==> src/rtl/display_pkg.sv <==
// ----------------------------------------------------------------------------
// display_pkg : shared constants and scan state type for the display scanner
// Rev 1.0
// ----------------------------------------------------------------------------
`default_nettype none

package display_pkg;

  // Anodes are active-low, so the idle level is high.
  localparam logic ANODE_OFF     = 1'b1;
  localparam int   DEFAULT_DIG_W = 4;

  typedef enum logic [1:0] {
    IDLE  = 2'd0,
    BLANK = 2'd1,
    DRIVE = 2'd2
  } scan_state_t;

endpackage

`default_nettype wire

==> src/rtl/scan_tick_gen.sv <==
// ----------------------------------------------------------------------------
// scan_tick_gen : modulo-SCAN_DIV slot counter with blank-end and slot-end flags
// Rev 1.0
// ----------------------------------------------------------------------------
`default_nettype none

module scan_tick_gen #(
  parameter  int SCAN_DIV     = 100000,
  parameter  int BLANK_CYCLES = 1000,
  localparam int CNT_W        = $clog2(SCAN_DIV)
) (
  input  logic             clk,
  input  logic             rst_n,
  input  logic             clr,
  output logic [CNT_W-1:0] count,
  output logic             slot_end,
  output logic             blank_end
);

  localparam logic [CNT_W-1:0] c_last       = CNT_W'(SCAN_DIV - 1);
  localparam logic [CNT_W-1:0] c_blank_last = CNT_W'(BLANK_CYCLES - 1);

  always_ff @(posedge clk or negedge rst_n) begin
    if (!rst_n) begin
      count <= '0;
    end else if (clr || (count == c_last)) begin
      count <= '0;
    end else begin
      count <= count + 1'b1;
    end
  end

  assign slot_end  = (count == c_last);
  assign blank_end = (count == c_blank_last);

endmodule

`default_nettype wire

==> src/rtl/display_scan_ctrl.sv <==
// ----------------------------------------------------------------------------
// display_scan_ctrl : multiplexed seven-segment scanner with per-slot blanking
//                     and frame-coherent double buffering of the digit value
// Rev 1.0
// ----------------------------------------------------------------------------
`default_nettype none

module display_scan_ctrl
  import display_pkg::*;
#(
  parameter int NUM_DIGITS   = 3,
  parameter int DIG_W        = DEFAULT_DIG_W,
  parameter int SCAN_DIV     = 100000,
  parameter int BLANK_CYCLES = 1000
) (
  input  logic                        clk,
  input  logic                        rst_n,
  input  logic                        en,
  input  logic                        load,
  input  logic [NUM_DIGITS*DIG_W-1:0] digits_in,
  output logic [NUM_DIGITS-1:0]       an,
  output logic [DIG_W-1:0]            digit_code,
  output logic                        load_ack,
  output logic                        frame_done
);

  localparam int c_idx_w = (NUM_DIGITS > 1) ? $clog2(NUM_DIGITS) : 1;
  localparam int c_cnt_w = $clog2(SCAN_DIV);
  localparam logic [c_idx_w-1:0]    c_last_idx = c_idx_w'(NUM_DIGITS - 1);
  localparam logic [NUM_DIGITS-1:0] c_an_off   = {NUM_DIGITS{ANODE_OFF}};

  scan_state_t                 r_state;
  logic [c_idx_w-1:0]          r_idx;
  logic [NUM_DIGITS*DIG_W-1:0] r_display;
  logic [NUM_DIGITS*DIG_W-1:0] r_pending;
  logic                        r_pending_valid;

  logic [c_cnt_w-1:0]    w_count;
  logic                  w_slot_end;
  logic                  w_blank_end;
  logic                  w_clr;
  logic                  w_frame_end;
  logic                  w_apply;
  logic [NUM_DIGITS-1:0] w_an_drive;
  logic [DIG_W-1:0]      w_digits [NUM_DIGITS];
  logic                  w_unused_count;

  assign w_clr = !en || (r_state == IDLE);

  scan_tick_gen #(
    .SCAN_DIV     (SCAN_DIV),
    .BLANK_CYCLES (BLANK_CYCLES)
  ) u_tick (
    .clk       (clk),
    .rst_n     (rst_n),
    .clr       (w_clr),
    .count     (w_count),
    .slot_end  (w_slot_end),
    .blank_end (w_blank_end)
  );

  // The slot position is fully described by the FSM phase and the two flags.
  assign w_unused_count = ^w_count;

  generate
    for (genvar g = 0; g < NUM_DIGITS; g++) begin : g_digit
      assign w_digits[g]   = r_display[g*DIG_W +: DIG_W];
      assign w_an_drive[g] = (r_idx == c_idx_w'(g)) ? ~ANODE_OFF : ANODE_OFF;
    end
  endgenerate

  assign w_frame_end = (r_state == DRIVE) && w_slot_end && (r_idx == c_last_idx);
  // The displayed value may only change where a new frame begins.
  assign w_apply     = en && ((r_state == IDLE) || w_frame_end);

  always_ff @(posedge clk or negedge rst_n) begin
    if (!rst_n) begin
      r_state         <= IDLE;
      r_idx           <= '0;
      r_display       <= '0;
      r_pending       <= '0;
      r_pending_valid <= 1'b0;
      an              <= c_an_off;
      digit_code      <= '0;
      load_ack        <= 1'b0;
      frame_done      <= 1'b0;
    end else begin
      load_ack   <= 1'b0;
      frame_done <= 1'b0;

      if (w_apply) begin
        if (load) begin
          r_display       <= digits_in;
          r_pending_valid <= 1'b0;
          load_ack        <= 1'b1;
        end else if (r_pending_valid) begin
          r_display       <= r_pending;
          r_pending_valid <= 1'b0;
          load_ack        <= 1'b1;
        end
      end else if (load) begin
        r_pending       <= digits_in;
        r_pending_valid <= 1'b1;
      end

      if (!en) begin
        r_state    <= IDLE;
        r_idx      <= '0;
        an         <= c_an_off;
        digit_code <= '0;
      end else begin
        case (r_state)
          IDLE: begin
            r_state    <= BLANK;
            r_idx      <= '0;
            an         <= c_an_off;
            digit_code <= '0;
          end
          BLANK: begin
            if (w_blank_end) begin
              r_state    <= DRIVE;
              an         <= w_an_drive;
              digit_code <= w_digits[r_idx];
            end
          end
          DRIVE: begin
            if (w_slot_end) begin
              r_state    <= BLANK;
              an         <= c_an_off;
              digit_code <= '0;
              if (r_idx == c_last_idx) begin
                r_idx      <= '0;
                frame_done <= 1'b1;
              end else begin
                r_idx <= r_idx + 1'b1;
              end
            end
          end
          default: begin
            r_state    <= IDLE;
            r_idx      <= '0;
            an         <= c_an_off;
            digit_code <= '0;
          end
        endcase
      end
    end
  end

endmodule

`default_nettype wire
==> config.mk <==
export PLATFORM = sky130hd
export DESIGN_NAME = display_scan_ctrl
export DESIGN_NICKNAME = d
export VERILOG_FILES = /design/src/rtl/display_pkg.sv /design/src/rtl/scan_tick_gen.sv /design/src/rtl/display_scan_ctrl.sv
export SDC_FILE = /design/constraint.sdc
export NUM_CORES = 1
export LEC_CHECK = 0
export ABC_CLOCK_PERIOD_IN_PS = 6600
export CORE_AREA = 2 2 78 80
export CTS_CLUSTER_DIAMETER = 30
export CTS_CLUSTER_SIZE = 28
export DETAILED_ROUTE_END_ITERATION = 6
export DIE_AREA = 0 0 80 82
export HOLD_SLACK_MARGIN = 0.03
export PLACE_DENSITY = 0.7
export SYNTH_ARGS = -nofsm -noshare
export SYNTH_HDL_FRONTEND = slang
export SYNTH_SLANG_ARGS = --single-unit
export TNS_END_PERCENT = 100
==> constraint.sdc <==
create_clock -name clk -period 6.6 [get_ports clk]
set_input_delay 0.99 -clock clk [delete_from_list [all_inputs] [get_ports clk]]
set_output_delay 0.99 -clock clk [all_outputs]
set_load 0.02 [all_outputs]
# Word-level counts from Yosys, hierarchy flattened
# Cells that the tools add are included.
# op_classes
add_sub_neg	2
multipliers	0
n_div	0
magnitude_cmp	1
n_eq_ne	9
n_shift	0
muxes	34
n_bitwise	2
n_reduce_logical	15
# ops
cell	n
2-to-1 mux 12 bit	2
2-to-1 mux 4 bit	5
adder 17 x 1 -> 17 bit, second input constant	1
equality test 17 x 10 -> 1 bit, second input constant	1
equality test 17 bit, second input constant	1
2-to-1 mux 17 bit	1
2-to-1 mux 1 bit	12
2-to-1 mux 2 bit	6
2-to-1 mux 3 bit	3
binary-select mux 4 bit (select 2 bit)	1
case mux 4 bit (2 select lines)	1
AND reduction 2 bit	4
case mux 2 bit (3 select lines)	1
case mux 3 bit (2 select lines)	1
equality test 2 x 1 -> 1 bit, second input constant	2
equality test 2 bit, second input constant	2
logical NOT 2 bit	2
case mux 2 bit (2 select lines)	1
nonzero test 2 bit	2
greater-or-equal comparator 3 bit, second input constant	1
logical AND 1 bit	3
logical OR 1 bit	3
inequality test 3 x 2 -> 1 bit, second input constant	1
inequality test 3 bit, second input constant	1
5 further kinds	5
# word_totals
reg_bits	55
latchBits	0
ramBits	0
romBits	0
out_inout_bits	9
memories	0

# Logic depth before layout (Yosys ltp)
# logic_depth
depth_word	7
mapped_depth	8

# Cells and area by module
# Synthesis repeated with hierarchy kept, for this count alone.
# hier_totals
cells_unflattened	251
area_unflattened_um2	2697.6
# modules_own_cells
module	n_inst	cells_per_inst	area_each_um2	seq_area_each_um2
display_scan_ctrl	1	159	1809.2	954.7
scan_tick_gen	1	92	888.4	425.4

# Least setup slack after synthesis
# No wires, ideal clock.
# synth_timing
path_kind	input-to-reg
from	in en
to	reg r_pending[10]
arrival_time_ps	2279
t_required_ps	6475
path_slack_ps	4196
cell_stages	6
cell_sequence	nor2b_1 > nor2b_1 > a41oi_4 > nand2_4 > buf_12 > mux2_4
# synth_via
elab_chain_len	3
# synth_rtl
element	line	text
start, declared	display_scan_ctrl.sv:18	input logic en,
logical AND 1 bit	display_scan_ctrl.sv:74	assign w_apply = en && ((r_state == IDLE) || w_frame_end);
NOT 1 bit (no line)	n/a	
AND reduction 2 bit (no line)	n/a	
end signal, assigned	display_scan_ctrl.sv:102	r_pending <= digits_in;
end, declared	display_scan_ctrl.sv:35	logic [NUM_DIGITS*DIG_W-1:0] r_pending;
# No other way between the ends.
# A chain may end at the register's enable or synchronous reset.

# Worst setup path after layout
# layout_timing
from	in en
to	reg r_pending[0]
# The elaborated chain is that of the path after synthesis.

==> summary.txt <==
Floorplanning
  • Die H: 82 um
  • Die W: 80 um
  • Die ar.: 6560 um^2
  • Cell Rows: 28
  • Initial core utilization: 48.4%
  • Top-level I/O count: 25
  • Core Footprint: 5750 um^2

Final layout
  • Share of cells above drive strength 1: 11.3%
  • Area growth, synth to finish: 12.6%
  • Inserted Diodes: 0
  • Commonest non-fill, non-tap cell in the layout: dfrtp_1
  • Final Net Count: 301
  • FILL cells: 532
  • Commonest non-fill, non-tap cells in the layout: dfrtp_1 (52), nand2_1 (30), nor2_1 (26)
  • Final instance area: 3130 um^2

Synth
  • Syn Inst Count: 265
  • YS warnings: 0
  • Sequential element share of the synthesized area: 49.6%
  • Synthesis-stage register bit count: 55
  • Synthesized cell area: 2780 um^2
  • Post-synthesis net count: 282
  • Yosys cell types: 41
  • Syn_area_per_cell: 10.5 um^2

Setup path
  • Critical Path End Type: flip-flop
  • Critical-path cell with the highest stage delay: clkdlybuf4s50_1
  • Max FO, Critical Path: 14
  • Delay of the slowest cell on the worst path: 590 ps
  • Critical Path Most Common Cell: nor2b_1
  • Crit path max-delay family: simple AND/OR/NAND/NOR gates
  • Critical path class: in -> reg
  • WP data arrival: 3210 ps
  • Critical path cell sequence: clkdlybuf4s50_1 -> nor2b_1 -> nor2b_1 -> a41oi_4 -> nand2_4 -> mux2_2
  • Critical Path RT: 6800 ps
  • CP bufs+invs: 1
  • Startpoint types: input pin

Clock tree
  • CTS Buffer Depth: 2
  • Hold_buf cts: 0
  • # clock sinks: 55
  • Worst-skew pair later-pin latency: 310 ps
  • CTS H-tree depth: 2
  • Root Driver: clkbuf_8
  • Setup bufs post-CTS: 0
  • CTS Buf Count: 5
  • Resized Gates After CTS: 0
  • Reg clk slew, reported paths: 90 ps
  • CTS tree: built

Global route
  • Vias in the first global route: 1934
  • Met3 Use GR: 3.96%
  • Largest net degree at the start of global routing: 56
  • Routing usage on met2: 28.8%
  • GRT overflow: 0
  • Antenna violations before repair: 0
  • First-pass GRT wire length: 9.25 mm
  • Met1 Use GR: 25.1%
  • Global Route Usage Sum: 18.1%
  • GRT Max-Usage Layer: met2

STA
  • Unrepaired setup endpoints after global routing: false
  • Actual slew at the worst max-slew pin: 907 ps
  • Endpoints failing hold: 0
  • Period utilisation layout: 45.6%
  • Slew Limit Fails: 0
  • Clock Skews: 2.45 ps
  • Setup TNS: 0 ps
  • Max frequency: 0.332 GHz
  • Min Clock Period, post-route: 3010 ps
  • Slew headroom: 39.0%
  • Final Setup Violations: 0

Placed design
  • GPL Wtd Cong: 0.824
  • # port buffers: 24
  • Placed instance area: 3040 um^2
  • Detail Placement HPWL: 3.65 mm

Run status
  • Outcome: finished, final reports clean

Routing
  • Antenna Nets Post-Route: 0
  • Initial DRT Pass Iterations: 4
  • Vias post-DR: 1946
  • Remaining DRCs: 0
  • Initial DRC count: 77
  • Drt total wl: 5.43 mm
  • Post-DR wirelength/cell: 15.1 um
  • Vias/cell: 5.42

Power and ir drop
  • P_leak: 1.27 nW
  • Pwr dens: 213 nW/um^2
  • Peak VDD IR: 0.127 mV

Min path
  • HP Class: reg -> reg

Run
  • Max Cap Viol: 0
-- cells in the mapped netlist --
library cell  number  area share [%]
a21oi_1            2            0.36
a2bb2oi_1          3            0.95
a31o_2             1            0.32
a31oi_1            9             2.0
a32oi_1            3            0.95
a41o_2             1            0.41
a41oi_4            1            0.99
and3_1             3            0.68
and4_1             1            0.32
buf_12             1            0.72
buf_2              1            0.18
buf_4              3            0.81
clkbuf_1           8             1.1
clkbuf_2           1            0.18
dfrtp_1           52              47
dfstp_2            3             2.8
ha_1               1            0.45
inv_1              5            0.68
mux2_2             2            0.81
mux2_4            10             5.4
mux2i_1            6             2.2
nand2_1           30             4.1
nand2_4            1            0.41
nand2b_1           2            0.45
nand3_1           19             3.4
nand4_1            6             1.4
nand4b_1          11             3.5
nor2_1            26             3.5
nor2b_1            8             1.8
nor3_1             2            0.36
nor3b_1            9             2.4
nor4_1             2            0.45
nor4_4             1            0.77
o21a_1             1            0.27
o21ai_0           11             2.0
o21ai_2            1            0.32
or4_4              1            0.41
or4b_1             1            0.36
or4bb_1            1            0.41
xnor2_1            6             1.9
xor2_1             9             2.8
-- metal layers --
layer  wire, um  vias to the layer above
met3        161                       10
met4         70                        0
met1       2740                      932
met2       2460                       29
met5          0                        -
li1           -                      975
-- state kept, by name (all words and copies together) (netlist names) --
register,cells
an,3
digit_code,4
frame_done,1
load_ack,1
r_display,12
r_idx,2
r_pending,12
r_pending_valid,1
r_state,2
u_tick.count,17
-- cells by family after synthesis --
family,synth area share [%]
buffers and inverters,3.65
AOI/OAI and AO/OA,8.55
DFF,49.6
adders and majority gates,0.450
and+or+nand+nor,24.6
muxes,8.37
xor gates and xnor gates,4.73
-- path summary, 6_finish.rpt --
kind                                           start                         end  slack [ps]  cells past startpoint
setup / recovery                                  en    r_pending[0]$_DFFE_PN0P_        3590                      6
hold / removal             u_tick.count[0]$_DFF_PN0_   u_tick.count[0]$_DFF_PN0_         500                      1
setup reg to reg           u_tick.count[0]$_DFF_PN0_    r_pending[0]$_DFFE_PN0P_        3790                      6
hold reg to reg            u_tick.count[0]$_DFF_PN0_   u_tick.count[0]$_DFF_PN0_         500                      1
max in group asynchronous                      rst_n    r_display[1]$_DFFE_PN0P_        5350                      2
min in group asynchronous                      rst_n  u_tick.count[14]$_DFF_PN0_         800                      2
-- where the power goes --
group          total (mW)  switching [mW]  internal, mW  leakage [nW]
Sequential          0.392          0.0253         0.366         0.699
Clock               0.189           0.107        0.0827        0.0470
Combinational      0.0871          0.0416        0.0455         0.520
-- area by class of cell --
class                   count  area, um^2  area share, %
multi-input cells         191        1300           41.5
clock inverters             1        5.00          0.160
well taps                  75        93.8           3.00
inverters                   5        18.8          0.600
clock buffers               6        82.6           2.64
repair buffers             26         250           8.00
flip-flops and latches     55        1380           44.1
-- metrics by stage --
| step | hold WS [ps] | total power, mW | setup WS (ps) | instances | utilization, % |
|---|---|---|---|---|---|
| 4_1_cts | 505 | 0.672 | 3580 | 359 | 54.5 |
| 6_report | 498 | 0.668 | 3590 | 359 | 54.5 |
| 5_1_grt | 513 | 0.703 | 3460 | 359 | 54.5 |
| 2_1_floorplan | 450 | 0.453 | 4200 | 265 | - |
| 3_3_place_gp | 471 | 0.482 | 3340 | 352 | 52.9 |
| 3_5_place_dp | 493 | 0.486 | 3270 | 352 | 52.9 |
(Power assumes the default switching activity.)
